File: src/rtl/adder_arbiter_pkg.sv
// Shared types and default sizing for the round-robin arbitrated adder.
package adder_arbiter_pkg;

  typedef enum logic {
    IDLE = 1'b0,
    RESP = 1'b1
  } state_e;

  localparam int DEF_N     = 4;
  localparam int DEF_WIDTH = 32;

endpackage

File: src/rtl/adder_arbiter_if.sv
// Request/response bundle between N requesters, the arbiter and the result consumer.
interface adder_arbiter_if
  import adder_arbiter_pkg::*;
#(
  parameter int N     = DEF_N,
  parameter int WIDTH = DEF_WIDTH
);
  localparam int ID_W = (N > 1) ? $clog2(N) : 1;

  logic [N-1:0]       req_valid;
  logic [N*WIDTH-1:0] req_a;
  logic [N*WIDTH-1:0] req_b;
  logic [N-1:0]       req_ready;
  logic               resp_valid;
  logic [ID_W-1:0]    resp_id;
  logic [WIDTH-1:0]   resp_sum;
  logic               resp_carry;
  logic               resp_ready;

  modport slave (
    input  req_valid, req_a, req_b, resp_ready,
    output req_ready, resp_valid, resp_id, resp_sum, resp_carry
  );

  modport master (
    output req_valid, req_a, req_b, resp_ready,
    input  req_ready, resp_valid, resp_id, resp_sum, resp_carry
  );

endinterface

File: src/rtl/adder_arbiter_adder.sv
// Plain combinational W-bit adder shared by all requesters.
module adder_arbiter_adder #(
  parameter int W = 33
) (
  input  logic [W-1:0] a_i,
  input  logic [W-1:0] b_i,
  output logic [W-1:0] sum_o
);

  assign sum_o = a_i + b_i;

endmodule

File: src/rtl/adder_arbiter.sv
// Round-robin arbiter granting one requester per cycle access to a shared adder,
// with a one-deep registered result stage under consumer backpressure.
module adder_arbiter
  import adder_arbiter_pkg::*;
#(
  parameter int N     = DEF_N,
  parameter int WIDTH = DEF_WIDTH
) (
  input logic            clk,
  input logic            rst,
  adder_arbiter_if.slave bus
);

  localparam int              ID_W = (N > 1) ? $clog2(N) : 1;
  localparam logic [ID_W:0]   NUM  = (ID_W + 1)'(N);
  localparam logic [ID_W-1:0] LAST = ID_W'(N - 1);

  state_e           state_q;
  logic [ID_W-1:0]  ptr_q, ptr_d;
  logic [ID_W-1:0]  id_q;
  logic [WIDTH-1:0] sum_q;
  logic             carry_q;

  logic             arb_en;
  logic             grant;
  logic [ID_W-1:0]  gnt_idx;
  logic [N-1:0]     ready;
  logic [WIDTH-1:0] a_sel, b_sel;
  logic [WIDTH:0]   add_out;

  // A held result blocks new grants unless the consumer drains it this cycle.
  assign arb_en = !rst && ((state_q == IDLE) || bus.resp_ready);

  always_comb begin
    logic [ID_W:0] cand;
    grant   = 1'b0;
    gnt_idx = '0;
    cand    = '0;
    for (int k = 0; k < N; k++) begin
      cand = {1'b0, ptr_q} + (ID_W + 1)'(k);
      if (cand >= NUM) cand = cand - NUM;
      if (arb_en && !grant && bus.req_valid[cand[ID_W-1:0]]) begin
        grant   = 1'b1;
        gnt_idx = cand[ID_W-1:0];
      end
    end
  end

  always_comb begin
    ready = '0;
    if (grant) ready[gnt_idx] = 1'b1;
  end

  assign ptr_d = (gnt_idx == LAST) ? '0 : gnt_idx + 1'b1;
  assign a_sel = bus.req_a[gnt_idx*WIDTH +: WIDTH];
  assign b_sel = bus.req_b[gnt_idx*WIDTH +: WIDTH];

  adder_arbiter_adder #(
    .W(WIDTH + 1)
  ) u_adder (
    .a_i  ({1'b0, a_sel}),
    .b_i  ({1'b0, b_sel}),
    .sum_o(add_out)
  );

  always_ff @(posedge clk) begin
    if (rst) begin
      state_q <= IDLE;
      ptr_q   <= '0;
      id_q    <= '0;
      sum_q   <= '0;
      carry_q <= 1'b0;
    end else if (arb_en) begin
      if (grant) begin
        state_q <= RESP;
        ptr_q   <= ptr_d;
        id_q    <= gnt_idx;
        sum_q   <= add_out[WIDTH-1:0];
        carry_q <= add_out[WIDTH];
      end else begin
        state_q <= IDLE;
      end
    end
  end

  assign bus.req_ready  = ready;
  assign bus.resp_valid = (state_q == RESP);
  assign bus.resp_id    = id_q;
  assign bus.resp_sum   = sum_q;
  assign bus.resp_carry = carry_q;

endmodule

File: src/flat_wrapper.sv
// flat-port wrapper written by rule: the top's interface ports become plain ports
module adder_arbiter_flat import adder_arbiter_pkg::*;
#(
  parameter int N     = DEF_N,
  parameter int WIDTH = DEF_WIDTH
)
  (clk, rst, bus_req_valid, bus_req_a, bus_req_b, bus_resp_ready, bus_req_ready, bus_resp_valid, bus_resp_id, bus_resp_sum, bus_resp_carry);
  adder_arbiter_if #(.N(N), .WIDTH(WIDTH)) bus_i ();
  input logic clk;
  input logic rst;
  input wire logic [$bits(bus_i.req_valid)-1:0] bus_req_valid;
  input wire logic [$bits(bus_i.req_a)-1:0] bus_req_a;
  input wire logic [$bits(bus_i.req_b)-1:0] bus_req_b;
  input wire logic [$bits(bus_i.resp_ready)-1:0] bus_resp_ready;
  output wire logic [$bits(bus_i.req_ready)-1:0] bus_req_ready;
  output wire logic [$bits(bus_i.resp_valid)-1:0] bus_resp_valid;
  output wire logic [$bits(bus_i.resp_id)-1:0] bus_resp_id;
  output wire logic [$bits(bus_i.resp_sum)-1:0] bus_resp_sum;
  output wire logic [$bits(bus_i.resp_carry)-1:0] bus_resp_carry;
  assign bus_i.req_valid = bus_req_valid;
  assign bus_i.req_a = bus_req_a;
  assign bus_i.req_b = bus_req_b;
  assign bus_i.resp_ready = bus_resp_ready;
  assign bus_req_ready = bus_i.req_ready;
  assign bus_resp_valid = bus_i.resp_valid;
  assign bus_resp_id = bus_i.resp_id;
  assign bus_resp_sum = bus_i.resp_sum;
  assign bus_resp_carry = bus_i.resp_carry;
  adder_arbiter #(.N(N), .WIDTH(WIDTH)) u_core (.clk(clk), .rst(rst), .bus(bus_i));
endmodule
File: config.mk
export PLATFORM = sky130hd
export DESIGN_NAME = adder_arbiter_flat
export DESIGN_NICKNAME = d
export VERILOG_FILES = /design/src/rtl/adder_arbiter_pkg.sv /design/src/rtl/adder_arbiter_if.sv /design/src/rtl/adder_arbiter_adder.sv /design/src/rtl/adder_arbiter.sv /design/src/flat_wrapper.sv
export SDC_FILE = /design/constraint.sdc
export NUM_CORES = 1
export LEC_CHECK = 0
export CORE_MARGIN = 2
export CORE_UTILIZATION = 39
export DETAILED_ROUTE_END_ITERATION = 10
export PLACE_DENSITY = 0.87
export SLEW_MARGIN = 10
export SYNTH_ARGS = -nofsm -noshare
export SYNTH_HDL_FRONTEND = slang
export SYNTH_SLANG_ARGS = --single-unit
File: constraint.sdc
create_clock -name clk -period 6.65 [get_ports clk]
set_clock_uncertainty 0.2 [all_clocks]
set_input_delay 1.33 -clock clk [delete_from_list [all_inputs] [get_ports clk]]
set_output_delay 1.33 -clock clk [all_outputs]
set_load 0.01 [all_outputs]
==> impl_metrics.toml <==
[global_route]
groute.usage.overall_pct = 30.02
grt_overflow = 0
first_pass_grt_wire_length_um = 33960
antenna_found_initial = 1
grt_max_degree = 83
via_count_of_the_first_global_routing_pass = 6401

[clocking]
cts-htree-levels = 2
tritoncts = "yes"
post_cts_sizing_count = 0
insertion_delay_ns = 0.27
cts_root_buffer = "clkbuf_16"
clock_path_buffers = 2
cts.repair_timing.setup_buffer_count = 0
worst_setup_hold_path_clk_slew_ns = 0.06
cts_made_buffers = 5
clkSinkCount = 38
cts_hold_buffers = 0

[timing]
maxSlewViolCount = 0
tightestPinTransition_ns = 0.7189
max_slew_margin_pct = 51.86
fin_tns_setup_ns = 0
hold_viol_final = 0
final.period_utilization_pct = 93.20
timing.fmax_ghz = 0.1613
setup_repair_after_global_routing_missed_its_margin = "no"
timing.final.crit_period_ns = 6.198
finalSetupViolations = 0
hold-worst-slack_ns = 0.2637

[power]
post_layout_power_w = 0.001959
max-vdd-ir-drop_mv = 0.1401
leakagePower_nw = 3.658
power_density_mw_per_mm2 = 234.7

[drt]
detail_route.vias_per_cell = 5.467
number_of_optimization_iterations_in_the_first_detailed_route_pass = 7
first_iter_violations = 669
antenna_left = 0
average_wire_length_per_cell_after_detail_routing_um = 17.16
route.detailed.drc = 0
wirelength_um = 21600
dr_total_vias = 6883

[floorplan]
die_h_um = 117.4
dieWidth_um = 117.4
design.die.area_mm2 = 0.01379
floorplan_row_count = 41
boundaryPins = 303
initial_utilization_pct = 39.92
core_mm2 = 0.01257

[job]
max-cap-violations = 0

[finish]
final-instance-count-excl-fill = 1259
highest_count_cells_in_the_layout_ignoring_fill_and_taps = "clkdlybuf4s50_1 (302), nand2_1 (285), and3_1 (67)"
fillerInstances = 1106
share_of_post_route_cells_with_drive_strength_above_1_pct = 3.591
fin_nets = 1385
flow.area_growth_from_synthesis_pct = 66.36
leading_cell_type_in_the_layout_fill_and_taps_excluded = "clkdlybuf4s50_1"
final_design_area_no_fill_mm2 = 0.008347

[place]
place.detailed.instances = 1250
buffer_ports.inserted = 302
placement.cell_area_mm2 = 0.008179
post-dp-hpwl_um = 17690
place.gp.congestion = 0.9908

[yosys]
synthesis.nets = 1119
postSynthCellCount = 819
synth_area_per_cell_um2 = 6.126
synthDistinctLibCells = 51
yosys_warnings = 0
seq_area_frac_synth_pct = 15.16
synth-edff-count = 0
postSynth.topFlopCell = "dfxtp_1"
count_of_state_elements_after_synthesis = 38
synthArstFlopShare_pct = 0
synth.cell_area_mm2 = 0.005017

[status]
run_status = "finished, final reports clean"

[setup_path]
worst_ep_required_time_ns = 6.60
criticalPathCategory = "input port to flip-flop"
critPathBufInv = 3
worstPathArrival_ns = 6.15
worstPathMaxFanout = 47
worst_path_dominant_cell_family = "compound AO/OA/AOI/OAI gates"
cp-start-kind = "input port"
crit_path_top_delay_cell = "clkdlybuf4s50_1"
slowest_delay_ns = 0.56
crit_path_cell_trace = "clkdlybuf4s50_1 -> inv_1 -> o221ai_1 -> o21ai_0 -> o211ai_1 -> inv_4 -> nand2_1 -> and3_1 -> a31oi_1 -> ha_1 -> fa_1 -> a211oi_1 -> o211ai_1 -> a211oi_1 -> nor3_2 -> a21oi_2 -> o31ai_2 -> a2111oi_2 -> nor3_1"
critPathCaptureType = "flip-flop"

[min_path]
hp-class = "flip-flop to flip-flop"
==> power by group <==
part           total, W  internal, W  switching, W  leakage [nW]
logic           0.00132     0.000647      0.000673          3.26
registers      0.000374     0.000321     0.0000527         0.317
clock network  0.000264     0.000175     0.0000890        0.0836
==> layout make-up <==
cell class | instances | area, um2 | area share, %
sequential | 38 | 760.7 | 9.114
clock inverter | 3 | 40.04 | 0.4797
antenna | 1 | 2.502 | 0.02998
timing repair buffer | 318 | 3156 | 37.81
inverter | 9 | 36.28 | 0.4347
multi-input combinational | 713 | 4011 | 48.06
tap | 172 | 215.2 | 2.578
clock buffer | 5 | 125.1 | 1.499
==> cell families (layout without fill, tap and decap cells) <==
group | Yosys count | after routing | share of synthesized area, %
DFF | 38 | 38 | 15.16
buffers and inverters | 68 | 335 | 5.336
AOI/OAI and AO/OA | 207 | 207 | 26.06
muxes | 2 | 2 | 0.4239
adders and majority gates | 37 | 37 | 9.377
and+or+nand+nor | 442 | 442 | 39.28
other | 0 | 1 | 0
xor gates and xnor gates | 25 | 25 | 4.364
==> synthesized netlist by cell type (4+ instances only) <==
master | count | area share, %
nand2_1 | 285 | 21
a31oi_1 | 67 | 8.4
and3_1 | 67 | 8.4
clkbuf_1 | 50 | 3.7
o21ai_0 | 44 | 4.4
dfxtp_1 | 38 | 15
ha_1 | 36 | 9.0
nand3_1 | 34 | 3.4
a21oi_1 | 33 | 3.3
nor2_1 | 18 | 1.3
xnor2_1 | 16 | 2.8
a21o_1 | 15 | 2.2
and2_1 | 9 | 1.1
xor2_1 | 9 | 1.6
inv_1 | 8 | 0.60
nor3_1 | 8 | 0.80
o21bai_1 | 8 | 1.2
nand4_1 | 7 | 0.87
a211oi_1 | 6 | 0.90
o21a_1 | 6 | 0.90
a31o_2 | 4 | 0.70
buf_1 | 4 | 0.30
nand2b_1 | 4 | 0.50
o211ai_1 | 4 | 0.60
==> worst paths after layout <==
kind                                        startpoint                      to  slack [ns]  cells after the start
worst min register to register  u_core.bus.resp_sum[0]  u_core.bus.resp_sum[0]        0.26                      2
worst max register to register         u_core.ptr_q[0]   u_core.bus.resp_carry        1.77                     17
worst min-delay path            u_core.bus.resp_sum[0]  u_core.bus.resp_sum[0]        0.26                      2
worst max-delay path                  bus_req_valid[2]   u_core.bus.resp_carry        0.45                     19
==> stage by stage <==
stage	util (%)	worst slack, ns
final	66.41	0.4521
after CTS	66.39	0.5925
after floorplan	-	1.407
after global placement	65.08	0.4836
after global routing	66.41	0.2052
after detailed placement	65.08	0.3477
==> worst min-delay path, cell delays in order (launching register included) <==
cell and delay (ns):
dfxtp_1 0.31, nand3_1 0.06, nand2_1 0.05
==> routing by layer <==
layer | global-route usage [%] | wire [um] | up-vias
li1 | - | - | 3419
met2 | 48.83 | 9791 | 335
met1 | 41.32 | 9476 | 3097
met3 | 5.107 | 1868 | 32
met5 | 0 | 0 | -
met4 | 7.304 | 464 | 0
==> registers in the layout (all words and copies together), names as in the netlist <==
| register | flops |
|---|---|
| u_core.bus.resp_sum | 32 |
| u_core.bus.resp_id | 2 |
| u_core.ptr_q | 2 |
| u_core.bus.resp_carry | 1 |
| u_core.bus.resp_valid | 1 |
Note: power is estimated with default switching activity, not from simulation.
